--- src/rtl/signmag_complement_conv.sv ---
// Bit-serial converter between sign-magnitude, ones' complement and two's complement.
// Latency: start accepted at edge 0, done high the cycle after edge WIDTH (bypass: after edge 0).
// Backpressure: none; start is only sampled in IDLE/DONE, and start while busy is dropped.
//
// Ports:
//   clk, rst          posedge clock, synchronous active-high reset (aborts any operation)
//   start, mode, din  request, conversion mode (00 SM->1C, 01 SM->2C, 10 2C->SM, 11 1C->SM), operand
//   busy              high while shifting magnitude bits and packing the result
//   done              one-cycle pulse; dout/neg_zero/ovf valid and held until the next result
//   dout              converted word
//   neg_zero          negative-zero operand seen (SM 100..0 or 1C 11..1)
//   ovf               2C->SM of 100..0, which has no SM encoding
// Optional build macro SIGNMAG_CONV_BYPASS_EN: positive operands skip the serial path.
module signmag_complement_conv #(
    parameter int WIDTH = 8
) (
    input  logic             clk,
    input  logic             rst,
    input  logic             start,
    input  logic [1:0]       mode,
    input  logic [WIDTH-1:0] din,
    output logic             busy,
    output logic             done,
    output logic [WIDTH-1:0] dout,
    output logic             neg_zero,
    output logic             ovf
);

    localparam int MW = WIDTH - 1;
    localparam int IW = (MW > 1) ? $clog2(MW) : 1;

    typedef enum logic [1:0] {IDLE, SHIFT, PACK, DONE} state_t;

    state_t             state;
    logic [1:0]         mode_q;
    logic [WIDTH-1:0]   din_q;
    logic [IW-1:0]      bit_idx;
    logic               carry;
    logic [MW-1:0]      res;

    logic [MW-1:0]      mag;
    logic               inv_bit;
    logic               out_bit;
    logic [WIDTH-1:0]   pack_dout;
    logic               pack_nz;
    logic               pack_ovf;

    assign mag     = din_q[MW-1:0];
    assign inv_bit = ~mag[bit_idx];
    assign out_bit = inv_bit ^ carry;

    // Result selection at PACK. The serial path yields the plain complement;
    // the two zero-magnitude corner cases that have no natural encoding are patched here.
    always_comb begin
        pack_dout = {1'b1, res};
        pack_nz   = 1'b0;
        pack_ovf  = 1'b0;
        if (!din_q[MW]) begin
            pack_dout = din_q;
        end else begin
            case (mode_q)
                2'b00: pack_nz = (mag == '0);
                2'b01: begin
                    pack_nz = (mag == '0);
                    if (mag == '0) pack_dout = '0;
                end
                2'b10: begin
                    pack_ovf = (mag == '0);
                    if (mag == '0) pack_dout = '1;
                end
                default: pack_nz = &mag;
            endcase
        end
    end

    always_ff @(posedge clk) begin
        if (rst) begin
            state    <= IDLE;
            mode_q   <= 2'b00;
            din_q    <= '0;
            bit_idx  <= '0;
            carry    <= 1'b0;
            res      <= '0;
            busy     <= 1'b0;
            done     <= 1'b0;
            dout     <= '0;
            neg_zero <= 1'b0;
            ovf      <= 1'b0;
        end else begin
            case (state)
                IDLE, DONE: begin
                    if (start) begin
                        mode_q  <= mode;
                        din_q   <= din;
                        bit_idx <= '0;
                        // +1 needed only for the two's-complement directions (01, 10)
                        carry   <= mode[1] ^ mode[0];
`ifdef SIGNMAG_CONV_BYPASS_EN
                        if (!din[WIDTH-1]) begin
                            state    <= DONE;
                            busy     <= 1'b0;
                            done     <= 1'b1;
                            dout     <= din;
                            neg_zero <= 1'b0;
                            ovf      <= 1'b0;
                        end else begin
                            state <= SHIFT;
                            busy  <= 1'b1;
                            done  <= 1'b0;
                        end
`else
                        state <= SHIFT;
                        busy  <= 1'b1;
                        done  <= 1'b0;
`endif
                    end else begin
                        state <= IDLE;
                        done  <= 1'b0;
                    end
                end
                SHIFT: begin
                    // LSB first: each result bit enters at the top and walks down
                    res   <= {out_bit, res[MW-1:1]};
                    carry <= inv_bit & carry;
                    if (bit_idx == IW'(MW - 1)) begin
                        state <= PACK;
                    end else begin
                        bit_idx <= bit_idx + 1'b1;
                    end
                end
                PACK: begin
                    state    <= DONE;
                    busy     <= 1'b0;
                    done     <= 1'b1;
                    dout     <= pack_dout;
                    neg_zero <= pack_nz;
                    ovf      <= pack_ovf;
                end
                default: state <= IDLE;
            endcase
        end
    end

endmodule
--- config.mk ---
export PLATFORM = sky130hd
export DESIGN_NAME = signmag_complement_conv
export DESIGN_NICKNAME = d
export VERILOG_FILES = /design/src/rtl/signmag_complement_conv.sv
export SDC_FILE = /design/constraint.sdc
export NUM_CORES = 1
export LEC_CHECK = 0
export ABC_AREA = 1
export BUFFER_PORTS_ARGS = -buffer_cell sky130_fd_sc_hd__clkbuf_2
export CAP_MARGIN = 20
export CORE_MARGIN = 2
export CORE_UTILIZATION = 60
export DETAILED_ROUTE_END_ITERATION = 7
export PLACE_DENSITY_LB_ADDON = 0.08
export RECOVER_POWER = 25
export SLEW_MARGIN = 20
export SYNTH_ARGS = -nofsm -noshare
export SYNTH_HDL_FRONTEND = slang
export SYNTH_SLANG_ARGS = --single-unit
export TNS_END_PERCENT = 100
--- constraint.sdc ---
create_clock -name clk -period 2.4 [get_ports clk]
set_input_delay 0.24 -clock clk [delete_from_list [all_inputs] [get_ports clk]]
set_output_delay 0.24 -clock clk [all_outputs]
set_load 0.05 [all_outputs]
## Word-level counts from Yosys, hierarchy flattened

Cells that the tools add are included.

- Add/sub/neg operators: 1
- Bitwise operators: 4
- Mux-type cells: 21
- Reduce and logical (&&, ||, !) cells: 12
- Order comparisons: 1
- Equality and inequality tests: 9

Operators by type and width:

| cell | number |
|---|---|
| $mux 8 | 2 |
| $pmux 8 s2 | 1 |
| $pmux 1 s2 | 4 |
| $logic_not 7->1 | 1 |
| $mux 1 | 7 |
| $mux 7 | 1 |
| $reduce_and 7->1 | 1 |
| $eq 2x2->1 const B | 3 |
| $mux 3 | 2 |
| $ne 2x2->1 const B | 3 |
| $pmux 2 s3 | 1 |
| $pmux 3 s2 | 1 |
| $reduce_and 2->1 | 3 |
| $eq 2x1->1 const B | 2 |
| $logic_not 2->1 | 2 |
| $lt 3x4->1 const B | 1 |
| $reduce_bool 2->1 | 2 |
| $reduce_or 2->1 | 2 |
| $add 3x1->3 const B | 1 |
| $bmux 1 s3 | 1 |
| $eq 3x3->1 const B | 1 |
| $reduce_and 3->1 | 1 |
| $mux 2 | 1 |
| $xor 1x1->1 | 2 |
| 2 further kinds | 2 |

- Register bits after elaboration: 35
- Output and inout bits: 12
- Logic and storage cells: 59
- Bits of input ports: 13

## Logic depth before layout (Yosys ltp)

- Depth in word-level cells: 5
- Mapped depth: 10
- Mapped depth without buffers: 10

## Worst setup path after synthesis

No wires, ideal clock.

- Path type: reg-to-reg
- Start point: reg bit_idx[0]
- End point: reg res[6]
- Required time: 2.281 ns
- Arrival time: 1.306 ns
- Path buffers: 0
- Slack: 0.975 ns
- Stages on the path, launching flop included: 9
- Cells stage by stage: dfxtp_1 -> inv_1 -> a21oi_1 -> o21ai_0 -> a21oi_1 -> a21oi_1 -> ha_1 -> o21ai_0 -> a21oi_1

- Longest elaborated chain between the ends: 4

Ends and longest elaborated chain:

| what | RTL line | text |
|---|---|---|
| start: declaration | 37 | `logic [IW-1:0] bit_idx;` |
| start signal: assignment | 128 | `bit_idx <= bit_idx + 1'b1;` |
| $bmux 1 s3 | 49 | `assign inv_bit = ~mag[bit_idx];` |
| $mux 1 (implied by the code) | 49 |  |
| $not 1->1 | 49 |  |
| $xor 1x1->1 | 50 | `assign out_bit = inv_bit ^ carry;` |
| named net out_bit | 43 | `logic out_bit;` |
| end signal: assignment | 123 | `res <= {out_bit, res[MW-1:1]};` |
| end: declaration | 39 | `logic [MW-1:0] res;` |

The timed path passes the listed nets, and every way through them passes these cells. The select of a mux whose other input is x is not followed.
A chain may end at the register's enable or synchronous reset.

## Worst setup path in the final report

- Start point: reg state[0]
- End point: reg bit_idx[0]

- Longest elaborated chain between the ends: 4
- Elaborated cells on any way between the ends: 9
- Classes of those cells: 4 x eq/ne; 1 x mux; 4 x reduce/logical

Ends and longest elaborated chain:

| what | RTL line | text |
|---|---|---|
| start: declaration | 34 | `state_t state;` |
| start signal: assignment | 78 | `state <= IDLE;` |
| start signal: assignment | 112 | `state <= SHIFT;` |
| start signal: assignment | 117 | `state <= IDLE;` |
| $eq 2x2->1 or $logic_not 2->1 (tied branches) | 90 | `case (state)` |
| $reduce_or 2->1 | 90 |  |
| $ne 2x2->1 (no source line) or $reduce_bool 2->1 (tied branches) | -- |  |
| $reduce_and 3->1 (no source line) | -- |  |

Several ways; a longest one is shown, not always the timed one.

==> metrics.txt <==
number of clock sinks=35; Psw=1.042 mW; Hold Path End=din_q[3]; Slowest-stage cell, CP=dfxtp_1; full die area=3264 sq um; Filler Cell Count=260; PD cells=1244 nW/um^2; Worst Max-Slew Pin Slew=0.6069 ns; worst hold start=din[3]; post-CTS sizing=0; setup violators final=0; H-tree levels=2; crit-path cells=inv_1, ha_1, nand2_2, inv_1, a21oi_1, o21ai_0, a21oi_1; met1 Usage GRT=31.99%; Max Cap Violations=0; share of cells above drive strength 1=11.46%; Distinct cells, synth=22; Max Slew Vio Count=0; R2R depth=7; Initial Util=62.51%; critical path arrival=2.05 ns; Internal=1.304 mW; row count=19; RSZ-0062 raised after global routing=no; cts hold-fix bufs=0; met3 Usage GRT=6.349%; HPWL after detailed placement=2617 microns; crit start category=register; Post-Route Skew=0.005898 ns; Area growth syn-to-layout=11.30%; worst-path fanout max=22; Setup Buffers After CTS=0; CP bufs+invs=2; hold slack=0.1599 ns; clk buf depth=2; PortBufs=24; Worst EP required=2.68 ns; worst hold stages=3; DR WL/cell=12.56 microns; WS Path Type=register to register; Via Count=1493; Cell Area, Synth=1694 sq um; Routed Antenna Nets=0; GPL Wtd Cong=0.8099; Tmin final=1.771 ns; GRT busiest layer=met2; first-pass GRT wire length=6237 microns; n_diodes=0; fmax=564.7 MHz; vias in the first global route=1411; Worst Hold Class=input port to register; Syn Nets=251; worst reg-to-reg setup slack=0.63 ns; die span in y=57.14 microns; Num CTS Buffers=5; CTS tree=yes; CP peak stage delay=0.38 ns; Clock Root Buffer=clkbuf_4; fin crit share=73.79%; I/O pin count=25; register area share after synthesis=41.36%; Sw Ratio=44.44%; total track usage=24.68%; Vias/cell=5.257; Logic pwr share=43.4%; YS warnings=0; crit end category=register; reg2reg start=state[0]; Setup Total Neg Slack=0 ns; FF-to-FF End=bit_idx[0]; Total Wirelength=3567 microns; antenna violations before repair=0; Clk Latency, worst-skew pair=0.34 ns; Final #Nets=275; Slew headroom=59.49%; Max VDD drop=0.001089 V; largest net degree at the start of global routing=26; most frequent cells in the layout=44 x a21oi_1, 35 x dfxtp_1, 34 x o21ai_0, 32 x inv_1, 29 x nand2_1; GR Layer Usage met2=40.89%; CP top delay family=compound AO/OA/AOI/OAI gates; most common cell after layout, fill and taps aside=a21oi_1; Die Wd=57.14 microns; Clock transition at path regs=0.10 ns; Synth Register Bits=35; total congestion overflow=0; outcome=completed; Clk network pwr share=18.8%; core area=2710 sq um; P_leak=0.8201 nW; Iter 0 DRT Violations=74; Avg Cell Area, Syn=7.430 sq um; number of hold violations in the final report=0; Cells after Synth=228; Seq pwr share=37.8%; DRT Pass-1 Iters=4; drt drc=0
[sequential cells by signal, summed over array words and instances, names as in the netlist]
signal / flops
bit_idx: 3
res: 7
neg_zero: 1
din_q: 8
carry: 1
ovf: 1
state: 2
dout: 8
done: 1
busy: 1
mode_q: 2
[cell usage after synthesis]
library cell  instances  area [sq um]
nand4_1               1         6.260
ha_1                 10         125.1
o21ai_1               1         5.000
xor2_1                1         8.760
o31ai_1               1         7.510
nor2_2                1         6.260
a21oi_1              44         220.2
nor2_1               13         48.80
xnor2_1               1         8.760
buf_2                 5         25.02
nand2_1              29         108.9
inv_2                 3         11.26
buf_6                 1         11.26
o21ai_0              34         170.2
o21bai_1              2         15.01
o21ai_4               1         16.27
nand3_1               9         45.04
clkbuf_1              1         3.750
nand2_2               2         12.51
dfxtp_1              35         700.7
inv_1                32         120.1
nand3_4               1         17.52
[metrics by stage]
step           utilization (%)  power [mW]  setup WS, ns  cells  area, sq um
2_1_floorplan                -       1.710        0.9748    228         1694
3_3_place_gp             66.90       1.896        0.7751    276         1813
3_5_place_dp             66.90       1.922        0.6646    276         1813
4_1_cts                  70.08       2.363        0.6421    284         1899
5_1_grt                  69.58       2.543        0.4756    284         1886
6_report                 69.58       2.346        0.6290    284         1886
[worst min-delay path: stages]
cell and delay, ns:
clkbuf_2 0.07, o21ai_0 0.08, nor2_1 0.08
[logic make-up after synthesis]
kind of cell / count (synthesis) / share of synthesized area [%]
compound gates: 83 / 25.63
simple gates: 56 / 14.48
buf+inv: 42 / 10.12
flops: 35 / 41.36
fa+ha+maj: 10 / 7.386
xor+xnor: 2 / 1.034
[power groups by stage]
stage | Clock, mW | Combinational (mW) | Sequential [mW]
final | 0.442 | 1.02 | 0.887
after global routing | 0.466 | 1.16 | 0.916
after CTS | 0.447 | 1.03 | 0.887
after detailed placement | 0 | 1.02 | 0.901
after global placement | 0 | 1.00 | 0.895
after floorplan | 0 | 0.701 | 1.01
[metal layers]
metal  wire (microns)  vias to the layer above  share of wire [%]
met5                0                        -                  0
met4               36                        0                1.0
met3              166                        4                4.7
met2             1662                       30                 47
met1             1702                      661                 48
li1                 -                      798                  -
[layout make-up]
type	count	area, sq um	share of cell area (%)
Clock buffer	6	51.30	2.721
Sequential cell	35	700.7	37.16
Clock inverter	2	35.03	1.858
Tap cell	31	38.79	2.057
Timing Repair Buffer	24	106.4	5.640
Multi-Input combinational cell	151	822.0	43.60
Inverter	35	131.4	6.967
[worst max-delay path by stage]
| stage | slack [ns] | from | end | cells after the start |
|---|---|---|---|---|
| floorplan | 0.97 | bit_idx[0] | res[6] | 8 |
| global placement | 0.78 | state[0] | bit_idx[0] | 7 |
| detailed placement | 0.66 | state[0] | bit_idx[0] | 7 |
| CTS | 0.64 | state[0] | bit_idx[0] | 7 |
| global route | 0.48 | state[0] | bit_idx[1] | 7 |
| finish | 0.63 | state[0] | bit_idx[0] | 7 |
Note: power is estimated with default switching activity, not from simulation.
